--- config.mk ---
export PLATFORM = sky130hd
export DESIGN_NAME = pipe_stall_ctrl
export DESIGN_NICKNAME = d
export VERILOG_FILES = /design/src/rtl/pipe_stall_ctrl_pkg.sv /design/src/rtl/mdu_countdown.sv /design/src/rtl/pipe_stall_ctrl.sv
export SDC_FILE = /design/constraint.sdc
export NUM_CORES = 1
export LEC_CHECK = 0
export ABC_CLOCK_PERIOD_IN_PS = 1600
export CAP_MARGIN = 20
export CORE_UTILIZATION = 36
export CTS_CLUSTER_DIAMETER = 120
export CTS_CLUSTER_SIZE = 20
export DETAILED_ROUTE_END_ITERATION = 7
export GPL_ROUTABILITY_DRIVEN = 0
export PLACE_DENSITY = 0.83
export SLEW_MARGIN = 15
export SYNTH_ARGS = -nofsm -noshare
export SYNTH_HDL_FRONTEND = slang
export SYNTH_SLANG_ARGS = --single-unit
--- constraint.sdc ---
create_clock -name clk -period 1.6 [get_ports clk]
set_input_delay 0.24 -clock clk [delete_from_list [all_inputs] [get_ports clk]]
set_output_delay 0.24 -clock clk [all_outputs]
set_load 0.01 [all_outputs]
--- src/rtl/pipe_stall_ctrl_pkg.sv ---
// Shared constants and state encoding for the ID-stage interlock logic.
package pipe_stall_ctrl_pkg;

    localparam int REG_W          = 5;
    localparam int DEF_MUL_CYCLES = 4;
    localparam int DEF_DIV_CYCLES = 32;

    typedef enum logic {
        IDLE = 1'b0,
        BUSY = 1'b1
    } mdu_state_t;

endpackage

--- src/rtl/mdu_countdown.sv ---
// Down-counter tracking the remaining occupancy cycles of a multiply/divide.
module mdu_countdown #(
    parameter int CNT_W = 6
) (
    input  logic             clk,
    input  logic             clrn,
    input  logic             load,
    input  logic [CNT_W-1:0] load_val,
    input  logic             dec,
    input  logic             clr,
    output logic [CNT_W-1:0] cnt,
    output logic             zero
);

    // Clear has priority over load; decrement saturates at zero so it never wraps.
    always_ff @(posedge clk or negedge clrn) begin
        if (!clrn) begin
            cnt <= '0;
        end else if (clr) begin
            cnt <= '0;
        end else if (load) begin
            cnt <= load_val;
        end else if (dec && (cnt != '0)) begin
            cnt <= cnt - 1'b1;
        end
    end

    assign zero = (cnt == '0);

endmodule

--- src/rtl/pipe_stall_ctrl.sv ---
// ID-stage interlock: load-use hazard detection plus multiply/divide occupancy
// sequencing. stall/bubble are combinational so a hazard holds the front end in
// the same cycle it is seen.
module pipe_stall_ctrl
    import pipe_stall_ctrl_pkg::*;
#(
    parameter int MUL_CYCLES = DEF_MUL_CYCLES,
    parameter int DIV_CYCLES = DEF_DIV_CYCLES,
    parameter int CNT_W      = 6
) (
    input  logic             clk,
    input  logic             clrn,
    input  logic [REG_W-1:0] id_rs,
    input  logic [REG_W-1:0] id_rt,
    input  logic             id_use_rs,
    input  logic             id_use_rt,
    input  logic             id_mdu,
    input  logic             id_div,
    input  logic             ex_m2reg,
    input  logic             ex_wreg,
    input  logic [REG_W-1:0] ex_rn,
    input  logic             flush,
    output logic             stall,
    output logic             bubble,
    output logic             mdu_busy,
    output logic             mdu_done
);

    localparam logic [CNT_W-1:0] MUL_LOAD = CNT_W'(MUL_CYCLES - 1);
    localparam logic [CNT_W-1:0] DIV_LOAD = CNT_W'(DIV_CYCLES - 1);

    mdu_state_t       state;
    mdu_state_t       next_state;
    logic             lu;
    logic             stall_c;
    logic             done_c;
    logic             cnt_load;
    logic             cnt_dec;
    logic             cnt_clr;
    logic [CNT_W-1:0] cnt;
    logic             cnt_zero;

    // Register 0 is hardwired, so a load targeting it can never create a hazard.
    assign lu = ex_m2reg & ex_wreg & (ex_rn != '0) &
                ((id_use_rs & (id_rs == ex_rn)) | (id_use_rt & (id_rt == ex_rn)));

    // Next-state and interlock decode; the issue cycle itself counts as the
    // first stall cycle, so the counter is loaded with the total minus one.
    always_comb begin
        next_state = state;
        stall_c    = 1'b0;
        done_c     = 1'b0;
        cnt_load   = 1'b0;
        cnt_dec    = 1'b0;
        cnt_clr    = 1'b0;
        case (state)
            IDLE: begin
                if (flush) begin
                    next_state = IDLE;
                end else if (lu) begin
                    stall_c = 1'b1;
                end else if (id_mdu) begin
                    stall_c    = 1'b1;
                    cnt_load   = 1'b1;
                    next_state = BUSY;
                end
            end
            BUSY: begin
                if (flush) begin
                    cnt_clr    = 1'b1;
                    next_state = IDLE;
                end else if (!cnt_zero) begin
                    stall_c = 1'b1;
                    cnt_dec = 1'b1;
                end else begin
                    done_c     = 1'b1;
                    next_state = IDLE;
                end
            end
            default: next_state = IDLE;
        endcase
    end

    // State register; a zero load value lands in BUSY with cnt==0, which is the
    // final cycle of the operation.
    always_ff @(posedge clk or negedge clrn) begin
        if (!clrn) begin
            state <= IDLE;
        end else begin
            state <= next_state;
        end
    end

    mdu_countdown #(
        .CNT_W (CNT_W)
    ) u_countdown (
        .clk      (clk),
        .clrn     (clrn),
        .load     (cnt_load),
        .load_val (id_div ? DIV_LOAD : MUL_LOAD),
        .dec      (cnt_dec),
        .clr      (cnt_clr),
        .cnt      (cnt),
        .zero     (cnt_zero)
    );

    // Gate with clrn so a live hazard on the inputs cannot stall during reset.
    assign stall    = stall_c & clrn;
    assign bubble   = stall_c & clrn;
    assign mdu_busy = (state == BUSY);
    assign mdu_done = done_c & clrn;

endmodule

==> impl_metrics.json, run 1 <==
{
  "grt_pass1_vias": 890,
  "cp_data_arrival_time_ps": 1710,
  "cp-end-kind": "output port",
  "numCtsBuffers": 3,
  "max_cap_violations": 0,
  "fmax_mhz": 512,
  "cp_max_fo": 2,
  "power_leakage_nw": 0.606,
  "worstPathRequired_ps": 1360,
  "min_period_ps": 1950,
  "areaGrowthSynthToFinish_pct": 113,
  "routed_wl_mm": 2.49,
  "setup_slack_ps": -355,
  "violations": "design-rule violations, negative setup slack",
  "path_clk_slew_ps": 50,
  "cts.sinks": 7,
  "synth_area_um2": 637,
  "crit_path_start_kind": "input pin",
  "drv_slew": 0,
  "fin_util_pct": 85.9,
  "clk_latency_ps": 250,
  "drt_iter0_markers": 16,
  "seq_area_frac_synth_pct": 27.5,
  "synth_warnings": 0,
  "root_buffer": "clkbuf_4",
  "p_per_area_nw_per_um2": 1220,
  "wl_per_cell_um": 16.4,
  "hold_ws_ps": 386,
  "nNetsFinal": 163,
  "synthArstFlopShare_pct": 100,
  "status": "finished, violations left",
  "dp_hpwl_mm": 1.75,
  "synth_seq_cells": 7,
  "drc": 5,
  "synth_ff_type": "dfrtp_1",
  "viasPerCell": 5.35,
  "antenna_cells": 0,
  "ant_nets": 0,
  "dieArea_um2": 1940,
  "syn_inst": 70,
  "dp.cells": 137,
  "htreeDepth": 1,
  "hold_viol": 0,
  "critical_path_class": "in2out",
  "fin_total_pwr_w": 0.00166,
  "rows": 14,
  "core_um2": 1580,
  "hold_path.class": "in2async",
  "io_pins": 28,
  "grt_pass1_wl_mm": 3.92,
  "antenna_found_initial": 0,
  "final_cells": 152,
  "grtUsageTotal_pct": 27.9,
  "critPathLaunch": "id_rs[4]",
  "tightest_slew_ps": 274,
  "synth_nets": 96,
  "r2r_start": "u_countdown.cnt[1]",
  "setup-violations-final": 10,
  "start_util_pct": 40.4,
  "rsz0062_at_grt": "yes",
  "fin_crit_sh_pct": 122,
  "fin_worst_skew_ps": 1.86,
  "portBuffers": 27,
  "drive_gt1_share_pct": 53.7,
  "cts_tree": "done",
  "cts.hold.buffers_added": 0,
  "ys_types": 33,
  "r2r_setup_slack_ps": -300,
  "drtPass1Iterations": 6,
  "die_x_um": 44.1,
  "vias": 813,
  "grt_max_degree": 7,
  "grt-ovfl-total": 0,
  "clock_path_buffers": 2,
  "slew_headroom_pct": 81.5,
  "dieHeight_um": 44.1,
  "synth_edf_count": 0,
  "peakVddDrop_mv": 1.04,
  "syn_area_per_cell_um2": 9.10
}
-- worst max-delay path, stage by stage --
cell,delay [ps]
clkdlybuf4s50_1,500
xnor2_2,120
nand4_1,120
o22ai_1,190
buf_4,170
a211oi_2,60
nor2_1,150
buf_2,160
-- registers in the layout, indices dropped and copies added (netlist names) --
register,flops
mdu_busy,1
u_countdown.cnt,6
-- synth_stat cells (2+ instances only) --
master | count | area share, %
nor3_1 | 2 | 1.6
mux2_2 | 4 | 7.1
o21ai_0 | 2 | 1.6
xnor2_1 | 11 | 15
inv_1 | 5 | 2.9
nor2_1 | 6 | 3.5
ha_1 | 2 | 3.9
dfrtp_1 | 7 | 28
nand2_1 | 6 | 3.5
nand4_1 | 2 | 2.0
-- report_power, final --
part,switching [W],leakage [nW],total [W],internal [W]
Combinational,0.000477,0.505,0.00118,0.000707
Sequential,0.0000645,0.0864,0.000312,0.000248
Clock,0.0000660,0.0150,0.000161,0.0000952
Total,0.000607,0.606,0.00166,0.00105
-- cell type report --
class / count / area [µm²]
Clock buffer: 4 / 26.3
Fill cell: 76 / 223
Inverter: 5 / 18.8
Multi-Input combinational cell: 56 / 571
Sequential cell: 7 / 175
Tap cell: 16 / 20.0
Timing Repair Buffer: 64 / 543
-- layer usage --
layer  track usage, %  part of all wire [%]  vias up
met5                0                     0        -
li1                 -                     -      388
met4             10.9                   1.6        0
met2             57.9                    53       35
met3             4.90                   8.8        4
met1             25.8                    36      386
-- stage by stage --
step                      instance area (µm²)  worst slack, ps  TNS, ps
after floorplan                           651             -149     -190
after global placement                   1120             -837    -4800
after detailed placement                 1120             -906    -5320
after CTS                                1290             -363    -1760
after global routing                     1350             -413    -2290
final                                    1350             -355    -1800
-- logic make-up after synthesis --
group / synth area share, %
simple gates: 19.6
buf+inv: 4.72
xor+xnor: 15.1
mux: 8.64
fa+ha+maj: 3.93
flops: 27.5
compound gates: 20.4
-- repair_timing --
action	4_1_cts	5_1_grt
buffers inserted	9	5
gates resized for setup	51	9
pin swaps	16	11
endpoints found under the setup margin	10	10
-- cell usage in the layout, fill, tap and decap left out, types with 2 or more instances in the layout --
| cell type | instances |
|---|---|
| buf_4 | 33 |
| clkdlybuf4s50_1 | 19 |
| xnor2_1 | 8 |
| dfrtp_1 | 7 |
| buf_6 | 6 |
| nand2_1 | 5 |
| nor2_1 | 5 |
| buf_2 | 4 |
| xnor2_2 | 3 |
| inv_1 | 3 |
| mux2_4 | 3 |
| clkbuf_4 | 3 |
| inv_2 | 2 |
| nand4_1 | 2 |
| o21ai_1 | 2 |
| ha_4 | 2 |
| dlygate4sd2_1 | 2 |
-- worst paths after layout --
path	to	cells after the start
max	stall	8
min	u_countdown.cnt[1]	2
max reg2reg	u_countdown.cnt[5]	8
min reg2reg	u_countdown.cnt[0]	2
max in group asynchronous	u_countdown.cnt[4]	2
min in group clk	u_countdown.cnt[0]	2
No activity file was read; power rests on OpenSTA's default activity.
==> inputs of run 2 (changes only) <==
- PLACE_DENSITY: 0.83 -> not set
- PLACE_DENSITY_LB_ADDON: not set -> 0.25
==> impl_metrics.json, run 2 (synthesis results as in run 1) <==
{
  "fmax_mhz": 516,
  "cp_max_fo": 3,
  "top_register": "u_countdown.cnt",
  "wl_per_cell_um": 16.5,
  "drt_iter0_markers": 11,
  "grt_pass1_wl_mm": 3.46,
  "r2r_cells": 11,
  "setup-violations-final": 10,
  "routed_wl_mm": 2.42,
  "vias": 780,
  "viasPerCell": 5.31,
  "drv_slew": 0,
  "clk_latency_ps": 250,
  "htreeDepth": 1,
  "rows": 14,
  "nNetsFinal": 158,
  "die_x_um": 44.1,
  "cp_data_arrival_time_ps": 1700,
  "slew_headroom_pct": 82.4,
  "areaGrowthSynthToFinish_pct": 111,
  "grt_pass1_vias": 801,
  "min_period_ps": 1940,
  "grtUsageTotal_pct": 24.8,
  "tightest_slew_ps": 262,
  "pre_cts_slack_ps": -883,
  "ant_nets": 0,
  "fin_crit_sh_pct": 121,
  "violations": "design-rule violations, negative setup slack",
  "grt-ovfl-total": 0,
  "r2r_start": "u_countdown.cnt[0]",
  "core_um2": 1580,
  "drive_gt1_share_pct": 51.9,
  "status": "finished, violations left",
  "path_clk_slew_ps": 60,
  "crit_path_start_kind": "flop",
  "critPathLaunch": "u_countdown.cnt[0]",
  "layout_commonest_cell": "buf_4",
  "peakVddDrop_mv": 0.868,
  "start_util_pct": 40.4,
  "cts_tree": "done",
  "dieHeight_um": 44.1,
  "max_cap_violations": 0,
  "rsz0062_at_grt": "yes",
  "fin_worst_skew_ps": 8.21,
  "setup_slack_ps": -339,
  "worstPathRequired_ps": 1360,
  "largest_reg_flops": 6,
  "cts.sinks": 7,
  "drc": 4,
  "p_per_area_nw_per_um2": 1160,
  "grt_max_degree": 8,
  "hold_viol": 0,
  "worstReg2RegEnd": "u_countdown.cnt[3]",
  "r2r_setup_slack_ps": -280,
  "hold_path.class": "in2async",
  "critical_path_class": "reg2out",
  "antenna_cells": 0,
  "cp-end-kind": "output port",
  "fin_util_pct": 85.2,
  "clock_path_buffers": 2,
  "power_leakage_nw": 0.655,
  "cts.hold.buffers_added": 0,
  "final_cell_mix": "buf_4 (29), xnor2_1 (10), clkdlybuf4s50_1 (10), dlymetal6s2s_1 (7), dfrtp_1 (7)",
  "antenna_found_initial": 0,
  "portBuffers": 27,
  "drtPass1Iterations": 6,
  "io_pins": 28,
  "dp_hpwl_mm": 1.66,
  "numCtsBuffers": 3,
  "root_buffer": "clkbuf_4",
  "dieArea_um2": 1940,
  "endpoint": "bubble"
}
## run 2: changes by cell type in the layout (fill, tap and decap cells not counted), sizes merged
cell	before	now
buf	43	38
clkdlybuf4s50	19	10
dlygate4sd2	2	4
dlymetal6s2s	0	7
## run 2: final cells by class
type,instances,area (µm²)
multi-input cells,56,582
clock buffers,4,26.3
fillers,76,234
well taps,16,20.0
repair buffers,59,520
inverters,5,18.8
flip-flops and latches,7,175
## run 2: timing repair
| item | in CTS | in global routing |
|---|---|---|
| resized for setup | 54 | 16 |
| setup endpoints to repair | 11 | 10 |
| setup buffers | 6 | 3 |
| pin swaps | 12 | 16 |
## run 2: power breakdown
group,internal [W],leakage [nW],switching (W)
logic,0.000628,0.553,0.000443
clock network,0.0000952,0.0150,0.0000651
registers,0.000247,0.0864,0.0000732
total,0.000971,0.655,0.000581
## run 2: stage by stage
step	hold WS, ps	total power, W	instances	instance area [µm²]	TNS (ps)
after floorplan	-55.6	0.000666	70	651	-190
after global placement	608	0.00103	135	1110	-4860
after detailed placement	617	0.00106	135	1110	-5230
after CTS	369	0.00141	144	1250	-1530
after global routing	370	0.00165	147	1340	-2710
final	375	0.00155	147	1340	-1620
## run 2: how the worst min path moves through the flow
stage                          to  slack, ps  depth (start not counted)
3_3_place_gp   u_countdown.cnt[1]        610                          2
5_1_grt        u_countdown.cnt[5]        370                          2
6_report       u_countdown.cnt[5]        380                          2
2_1_floorplan            mdu_busy        -60                          0
3_5_place_dp   u_countdown.cnt[1]        620                          2
4_1_cts        u_countdown.cnt[5]        370                          2
## run 2: metal layers
metal	GRT usage, %	wire length, µm	vias up
met5	0	0	-
met4	7.27	29	0
met3	3.27	148	4
met2	46.8	1300	30
met1	28.8	942	370
li1	-	-	376
## run 2: critical path, cell delays in order, from the launching register on
cell and delay [ps]:
dfrtp_1 380, inv_2 80, ha_4 150, nand2b_4 70, nor4_4 160, buf_4 180
nor3_4 40, a211oi_2 150, nor2_1 90, buf_2 140
